==> src/rtl/toeplitz_seq_if.sv <==
// Stream-in, hash-out and seed-arbitration signals of the Toeplitz sequencer.
// master: stimulus/consumer side; slave: the sequencer.
interface toeplitz_seq_if #(
   parameter int W = 64,
   parameter int L = 128
) ();
   logic [W-1:0] s_data;
   logic         s_valid;
   logic         s_ready;
   logic [L-1:0] m_data;
   logic         m_valid;
   logic         m_ready;
   logic         seed_req;
   logic         seed_gnt;

   modport master (
      output s_data, s_valid, m_ready, seed_req,
      input  s_ready, m_data, m_valid, seed_gnt
   );

   modport slave (
      input  s_data, s_valid, m_ready, seed_req,
      output s_ready, m_data, m_valid, seed_gnt
   );
endinterface

==> src/rtl/toeplitz_seq.sv <==
// Toeplitz hash sequencer: gathers one N-bit block, restarts the column
// generator bank, walks N columns STRIDE per cycle while XOR-accumulating
// the columns of set bits, then presents the L-bit hash on a valid/ready port.

// One lane: gates its generator column by the block bit it owns this cycle.
module toeplitz_lane #(
   parameter int L = 128
) (
   input  logic         bit_i,
   input  logic [L-1:0] col_i,
   output logic [L-1:0] term_o
);
   assign term_o = bit_i ? col_i : '0;
endmodule

module toeplitz_seq #(
   parameter int N      = 256,
   parameter int L      = 128,
   parameter int STRIDE = 1,
   parameter int W      = 64
) (
   input  logic                clk,
   input  logic                reset,
   toeplitz_seq_if.slave       bus,
   output logic                gen_reset,
   input  logic [STRIDE*L-1:0] gen_col,
   output logic                busy,
   output logic [15:0]         blk_cnt
);
   localparam int NBEAT = N / W;
   localparam int NCOL  = N / STRIDE;
   localparam int BW    = (NBEAT > 1) ? $clog2(NBEAT) : 1;
   localparam int KW    = $clog2(NCOL) + 1;

   localparam logic [BW-1:0] BEAT_LAST = BW'(NBEAT - 1);
   localparam logic [KW-1:0] K_LAST    = KW'(NCOL - 1);

   typedef enum logic [1:0] {S_FILL, S_PRIME, S_RUN, S_OUT} state_t;

   state_t          state_q, state_d;
   logic [BW-1:0]   beat_q, beat_d;
   logic [N-1:0]    buf_q, buf_d;
   logic [L-1:0]    acc_q, acc_d;
   logic [KW-1:0]   k_q, k_d;
   logic [15:0]     blk_q, blk_d;

   logic            s_ready_c, gnt_c, gen_reset_c, busy_c, m_valid_c;
   logic            accept;
   logic [N-1:0]    fill_shift;
   logic [L-1:0]    col_xor;
   logic [STRIDE-1:0][L-1:0] term;

   // Beats shift in from the top so beat 0 ends up in the low W bits.
   generate
      if (N == W) begin : g_one_beat
         assign fill_shift = bus.s_data;
      end else begin : g_multi_beat
         assign fill_shift = {bus.s_data, buf_q[N-1:W]};
      end
   endgenerate

   // During RUN the buffer shifts down by STRIDE, so lane g always sees bit g.
   generate
      for (genvar g = 0; g < STRIDE; g++) begin : g_lane
         toeplitz_lane #(.L(L)) u_lane (
            .bit_i  (buf_q[g]),
            .col_i  (gen_col[g*L +: L]),
            .term_o (term[g])
         );
      end
   endgenerate

   // GF(2) sum of this cycle's selected columns.
   always_comb begin
      col_xor = '0;
      for (int i = 0; i < STRIDE; i++) col_xor = col_xor ^ term[i];
   end

   assign accept = s_ready_c & bus.s_valid;

   // Next-state and control outputs; seed grant wins over data at beat 0.
   always_comb begin
      state_d     = state_q;
      s_ready_c   = 1'b0;
      gnt_c       = 1'b0;
      gen_reset_c = 1'b0;
      busy_c      = 1'b0;
      m_valid_c   = 1'b0;
      case (state_q)
         S_FILL: begin
            gnt_c     = (beat_q == '0) && bus.seed_req;
            s_ready_c = ~gnt_c;
            if (accept && beat_q == BEAT_LAST) state_d = S_PRIME;
         end
         S_PRIME: begin
            gen_reset_c = 1'b1;
            busy_c      = 1'b1;
            state_d     = S_RUN;
         end
         S_RUN: begin
            busy_c = 1'b1;
            if (k_q == K_LAST) state_d = S_OUT;
         end
         S_OUT: begin
            busy_c    = 1'b1;
            m_valid_c = 1'b1;
            if (bus.m_ready) state_d = S_FILL;
         end
         default: state_d = S_FILL;
      endcase
   end

   // Datapath next-state: beat capture, column walk and block counting.
   always_comb begin
      beat_d = beat_q;
      buf_d  = buf_q;
      acc_d  = acc_q;
      k_d    = k_q;
      blk_d  = blk_q;
      case (state_q)
         S_FILL: begin
            if (accept) begin
               buf_d  = fill_shift;
               beat_d = (beat_q == BEAT_LAST) ? '0 : beat_q + 1'b1;
            end
         end
         S_PRIME: begin
            acc_d = '0;
            k_d   = '0;
         end
         S_RUN: begin
            acc_d = acc_q ^ col_xor;
            k_d   = k_q + 1'b1;
            buf_d = buf_q >> STRIDE;
         end
         S_OUT: begin
            if (bus.m_ready) begin
               blk_d  = blk_q + 16'd1;
               beat_d = '0;
            end
         end
         default: ;
      endcase
   end

   // State and datapath registers; reset aborts any block in flight.
   always_ff @(posedge clk) begin
      if (reset) begin
         state_q <= S_FILL;
         beat_q  <= '0;
         buf_q   <= '0;
         acc_q   <= '0;
         k_q     <= '0;
         blk_q   <= '0;
      end else begin
         state_q <= state_d;
         beat_q  <= beat_d;
         buf_q   <= buf_d;
         acc_q   <= acc_d;
         k_q     <= k_d;
         blk_q   <= blk_d;
      end
   end

   // While reset is held the bank stays in reset and every handshake is idle.
   assign gen_reset    = gen_reset_c | reset;
   assign busy         = busy_c & ~reset;
   assign bus.s_ready  = s_ready_c & ~reset;
   assign bus.seed_gnt = gnt_c & ~reset;
   assign bus.m_valid  = m_valid_c & ~reset;
   assign bus.m_data   = reset ? '0 : acc_q;
   assign blk_cnt      = blk_q;
endmodule

==> src/flat_wrapper.sv <==
// flat-port wrapper written by rule: the top's interface ports become plain ports
module toeplitz_seq_flat 
#(
   parameter int N      = 256,
   parameter int L      = 128,
   parameter int STRIDE = 1,
   parameter int W      = 64
)
  (clk, reset, gen_reset, gen_col, busy, blk_cnt, bus_s_data, bus_s_valid, bus_m_ready, bus_seed_req, bus_s_ready, bus_m_data, bus_m_valid, bus_seed_gnt);
  toeplitz_seq_if #(.W(W), .L(L)) bus_i ();
  input  logic clk;
  input  logic reset;
  output logic gen_reset;
  input  logic [STRIDE*L-1:0] gen_col;
  output logic busy;
  output logic [15:0] blk_cnt;
  input wire logic [$bits(bus_i.s_data)-1:0] bus_s_data;
  input wire logic [$bits(bus_i.s_valid)-1:0] bus_s_valid;
  input wire logic [$bits(bus_i.m_ready)-1:0] bus_m_ready;
  input wire logic [$bits(bus_i.seed_req)-1:0] bus_seed_req;
  output wire logic [$bits(bus_i.s_ready)-1:0] bus_s_ready;
  output wire logic [$bits(bus_i.m_data)-1:0] bus_m_data;
  output wire logic [$bits(bus_i.m_valid)-1:0] bus_m_valid;
  output wire logic [$bits(bus_i.seed_gnt)-1:0] bus_seed_gnt;
  assign bus_i.s_data = bus_s_data;
  assign bus_i.s_valid = bus_s_valid;
  assign bus_i.m_ready = bus_m_ready;
  assign bus_i.seed_req = bus_seed_req;
  assign bus_s_ready = bus_i.s_ready;
  assign bus_m_data = bus_i.m_data;
  assign bus_m_valid = bus_i.m_valid;
  assign bus_seed_gnt = bus_i.seed_gnt;
  toeplitz_seq #(.N(N), .L(L), .STRIDE(STRIDE), .W(W)) u_core (.clk(clk), .reset(reset), .bus(bus_i), .gen_reset(gen_reset), .gen_col(gen_col), .busy(busy), .blk_cnt(blk_cnt));
endmodule
==> config.mk <==
export PLATFORM = sky130hd
export DESIGN_NAME = toeplitz_seq_flat
export DESIGN_NICKNAME = d
export VERILOG_FILES = /design/src/rtl/toeplitz_seq_if.sv /design/src/rtl/toeplitz_seq.sv /design/src/flat_wrapper.sv
export SDC_FILE = /design/constraint.sdc
export NUM_CORES = 1
export LEC_CHECK = 0
export BUFFER_PORTS_ARGS = -buffer_cell sky130_fd_sc_hd__buf_4
export CAP_MARGIN = 20
export CORE_ASPECT_RATIO = 1.25
export CORE_MARGIN = 3
export CORE_UTILIZATION = 50
export DETAILED_ROUTE_END_ITERATION = 12
export GPL_ROUTABILITY_DRIVEN = 0
export PLACE_DENSITY = 0.73
export SYNTH_ARGS = -nofsm -noshare
export SYNTH_HDL_FRONTEND = slang
export SYNTH_SLANG_ARGS = --single-unit
==> constraint.sdc <==
create_clock -name clk -period 1.9 [get_ports clk]
set_input_delay 0.095 -clock clk [delete_from_list [all_inputs] [get_ports clk]]
set_output_delay 0.095 -clock clk [all_outputs]
set_load 0.05 [all_outputs]
==> metrics.md <==
| Metric | Value |
|---|---|
| Root buffer cell | `clkbuf_16` |
| P_leak | `about 10 nW` |
| Number of synthesized flops with an enable pin | `0` |
| Syn-to-layout area delta | `43.9%` |
| Top FF cell, synth | `dfxtp_1` |
| Max cap viols | `0` |
| CTS Sinks | `413` |
| Antenna violations before repair | `22` |
| Syn. warnings | `0` |
| Sequential share of the synthesized area | `between 40% and 50%` |
| CTS tree | `done` |
| Average cell area after synthesis | `9.14 um^2` |
| Post-detailed-route count of antenna-violating nets | `0` |
| Hold Vio Cnt, Final | `0` |
| CP Max Fanout | `7` |
| Req. time, crit path | `2330 ps` |
| Ranking of synthesized cells by area | `dfxtp_1 45%, mux2i_1 14%, a211oi_1 11%` |
| DP Wirelength | `between 30 and 40 mm` |
| First-pass GRT wire length | `83.6 mm` |
| Endpoints failing setup | `11` |
| Core Region | `35,700 um^2` |
| Most common cell on crit path | `buf_6` |
| DRC errors left | `0` |
| DR WL/cell | `18.4 um` |
| Unrepaired setup endpoints after global routing | `true` |
| Row count | `between 70 and 80` |
| Cells along the critical path | `inv_2 > ha_4 > a21bo_4 > a21oi_4 > buf_6 > buf_6 > buf_16 > clkbuf_16 > nor2_1 > a211oi_1` |
| Router iterations before antenna repair | `5` |
| Die Height | `220 um` |
| Vias/cell | `between 5 and 6` |
| Synth unique cells | `38` |
| Total power | `21.7 mW` |
| Worst rel slew slack | `60.1%` |
| Worst-Skew Late Latency | `550 ps` |
| GR Overflow Total | `0` |
| CP arrival | `between 2000 and 2500 ps` |
| Depth of the most critical reg-to-reg path | `10` |
| Critical path capture point type | `flip-flop` |
| CP Launch Type | `flip-flop` |
| TritonCTS Buffers | `between 40 and 50` |
| Post-synth ARST share | `0%` |
| Slew Limit Fails | `0` |
| Max incr delay on CP | `340 ps` |
| Fill cell count | `between 2,000 and 2,500` |
| Share of the synthesized area in the top cell type | `between 40% and 50%` |
| CP max-delay cell | `dfxtp_2` |
| Register Area | `8280 um^2` |
| Die area | `38,900 um^2` |
| Utilization after layout | `73.6%` |
| PortBufs | `345` |
| I/O pin total | `346` |
| Pin count of the biggest net entering global routing | `115` |
| Final Skew | `20.1 ps` |
| DRT iter0 DRCs | `1,044` |
| Synth area leader | `dfxtp_1` |
| Layout cells sized above 1 | `23.8%` |
| Setup CP Type | `flip-flop to flip-flop` |
| Post-synthesis cell area | `18,300 um^2` |
| Clock-pin slew on the worst setup and hold paths | `60 ps` |
| Fmax | `approximately 0.5 GHz` |
| Gr usage total | `26.3%` |
| Hold crit path type | `primary input to flip-flop` |
| Final period util | `105%` |
| Tmin final | `2000 ps` |
| Nets | `2,726` |
| Vias in the first global route | `15,924` |
| Pwr/cell area | `823 nW/um^2` |
| Cells after synthesis | `2,000` |
| Worst IR Drop VDD | `698 uV` |
| Register bit total from synthesis | `413` |
| Worst setup margin | `-98.1 ps` |
| Failing checks | `setup timing` |
| Slew @ Worst Pin | `599 ps` |
| Status | `complete, but fails checks` |
| Via Count | `16,541` |
| Multi-input gate area | `9620 um^2` |
| WL final | `55.9 mm` |
| Syn_nets | `2,207` |
| H-tree Lvls | `2` |
| Hold path depth | `5` |
| Bufs on Longest Clock Path | `3` |
| Starting density of the core | `between 50 and 60%` |
| Chip Width | `177 um` |
==> placed cells by master, fill, tap and decap left out, types with 9 or more instances in the layout <==
cell type / n
mux2i_1: 255
clkbuf_16: 57
clkbuf_8: 10
buf_12: 30
a21oi_1: 9
xor2_1: 136
dfxtp_1: 406
buf_8: 9
buf_16: 17
inv_1: 11
nand2_1: 145
nor2b_1: 131
a211oi_2: 68
buf_4: 363
dlygate4sd3_1: 194
nor2_1: 400
diode_2: 20
a211oi_1: 187
==> sequential cells by signal, summed over array words and instances, names as in the netlist <==
name / flops
u_core.state_q: 2
u_core.buf_q: 256
u_core.beat_q: 2
u_core.acc_q: 128
u_core.blk_cnt: 16
u_core.k_q: 9
==> cell type report <==
cell class / instances / area share, %
clock buffer: 61 / 4.73
tap: 474 / 2.25
antenna: 20 / 0.190
sequential: 413 / 31.4
inverter: 14 / 0.209
timing repair buffer: 636 / 24.1
multi-input combinational: 1412 / 36.5
clock inverter: 7 / 0.528
==> worst paths after layout <==
path / from / end / slack (ps)
max reg2reg: u_core.beat_q[0] / u_core.buf_q[227] / -100
min: bus_seed_req / u_core.buf_q[255] / 170
min reg2reg: u_core.k_q[1] / u_core.k_q[1] / 480
max: u_core.beat_q[0] / u_core.buf_q[227] / -100
==> report_power, final <==
part | total, mW | internal [mW] | leakage, nW | switching, mW
Combinational | 3.48 | 1.84 | 5.80 | 1.64
Clock | 8.43 | 5.05 | 0.680 | 3.38
Sequential | 9.75 | 9.28 | 3.38 | 0.468
Total | 21.7 | 16.2 | 9.86 | 5.49
==> critical path, delay by kind of cell, from the launching register on <==
family                     cells  cell delay (ps)
AOI/OAI and AO/OA              3              670
adders and majority gates      1              160
buffers and inverters          5              650
DFF                            1              340
and+or+nand+nor                1               50
==> kinds of logic (layout without fill, tap and decap cells) <==
logic type / Yosys count / in the layout / synth area share (%)
AND/OR/NAND/NOR: 720 / 720 / 17.1
flip-flops: 413 / 413 / 45.2
AO/OA/AOI/OAI: 283 / 283 / 11.5
multiplexers: 256 / 256 / 14.0
buffers and inverters: 175 / 718 / 4.64
XOR/XNOR: 143 / 143 / 6.85
adder cells (fa/ha/maj): 10 / 10 / 0.684
other: 0 / 20 / 0
==> Yosys cell counts (2+ instances only) <==
master	n
nor2_1	408
nand2_1	145
or3_1	3
mux2i_1	255
nor3_1	5
buf_2	75
nor2b_1	131
or2_2	2
buf_4	26
nand3_1	8
nor4_1	3
nand4_1	8
a211oi_1	256
and3_1	2
clkbuf_1	60
xnor2_1	7
inv_1	14
and2_1	2
a31o_2	3
o21ai_0	3
dfxtp_1	413
xor2_1	136
o31ai_1	2
a21oi_1	10
ha_1	10
==> routing by layer <==
layer	GRT usage [%]	routed length (um)
met5	0	34
met4	14.5	3190
met3	7.67	4100
met2	43.4	27000
met1	30.5	21500
==> metrics by stage <==
step	TNS, ps	std cells	setup slack, ps	hold slack [ps]	instance area [um^2]
6_report	-256	3037	-98.1	172	26300
5_1_grt	-2080	3032	-112	202	26300
4_1_cts	-41.0	3002	-7.06	166	25500
3_5_place_dp	-2360	2716	-94.5	422	21500
3_3_place_gp	0	2716	41.9	409	21500
2_1_floorplan	0	2000	19.0	255	18300
==> what timing repair did <==
action,4_1_cts,5_1_grt
hold buffers,194,0
buffers inserted,11,5
gates cloned,13,14
hold endpoints to repair,204,0
setup endpoints to repair,239,267
pin swaps,17,49
resized for setup,46,109
Power figures use the tool's default switching activity.
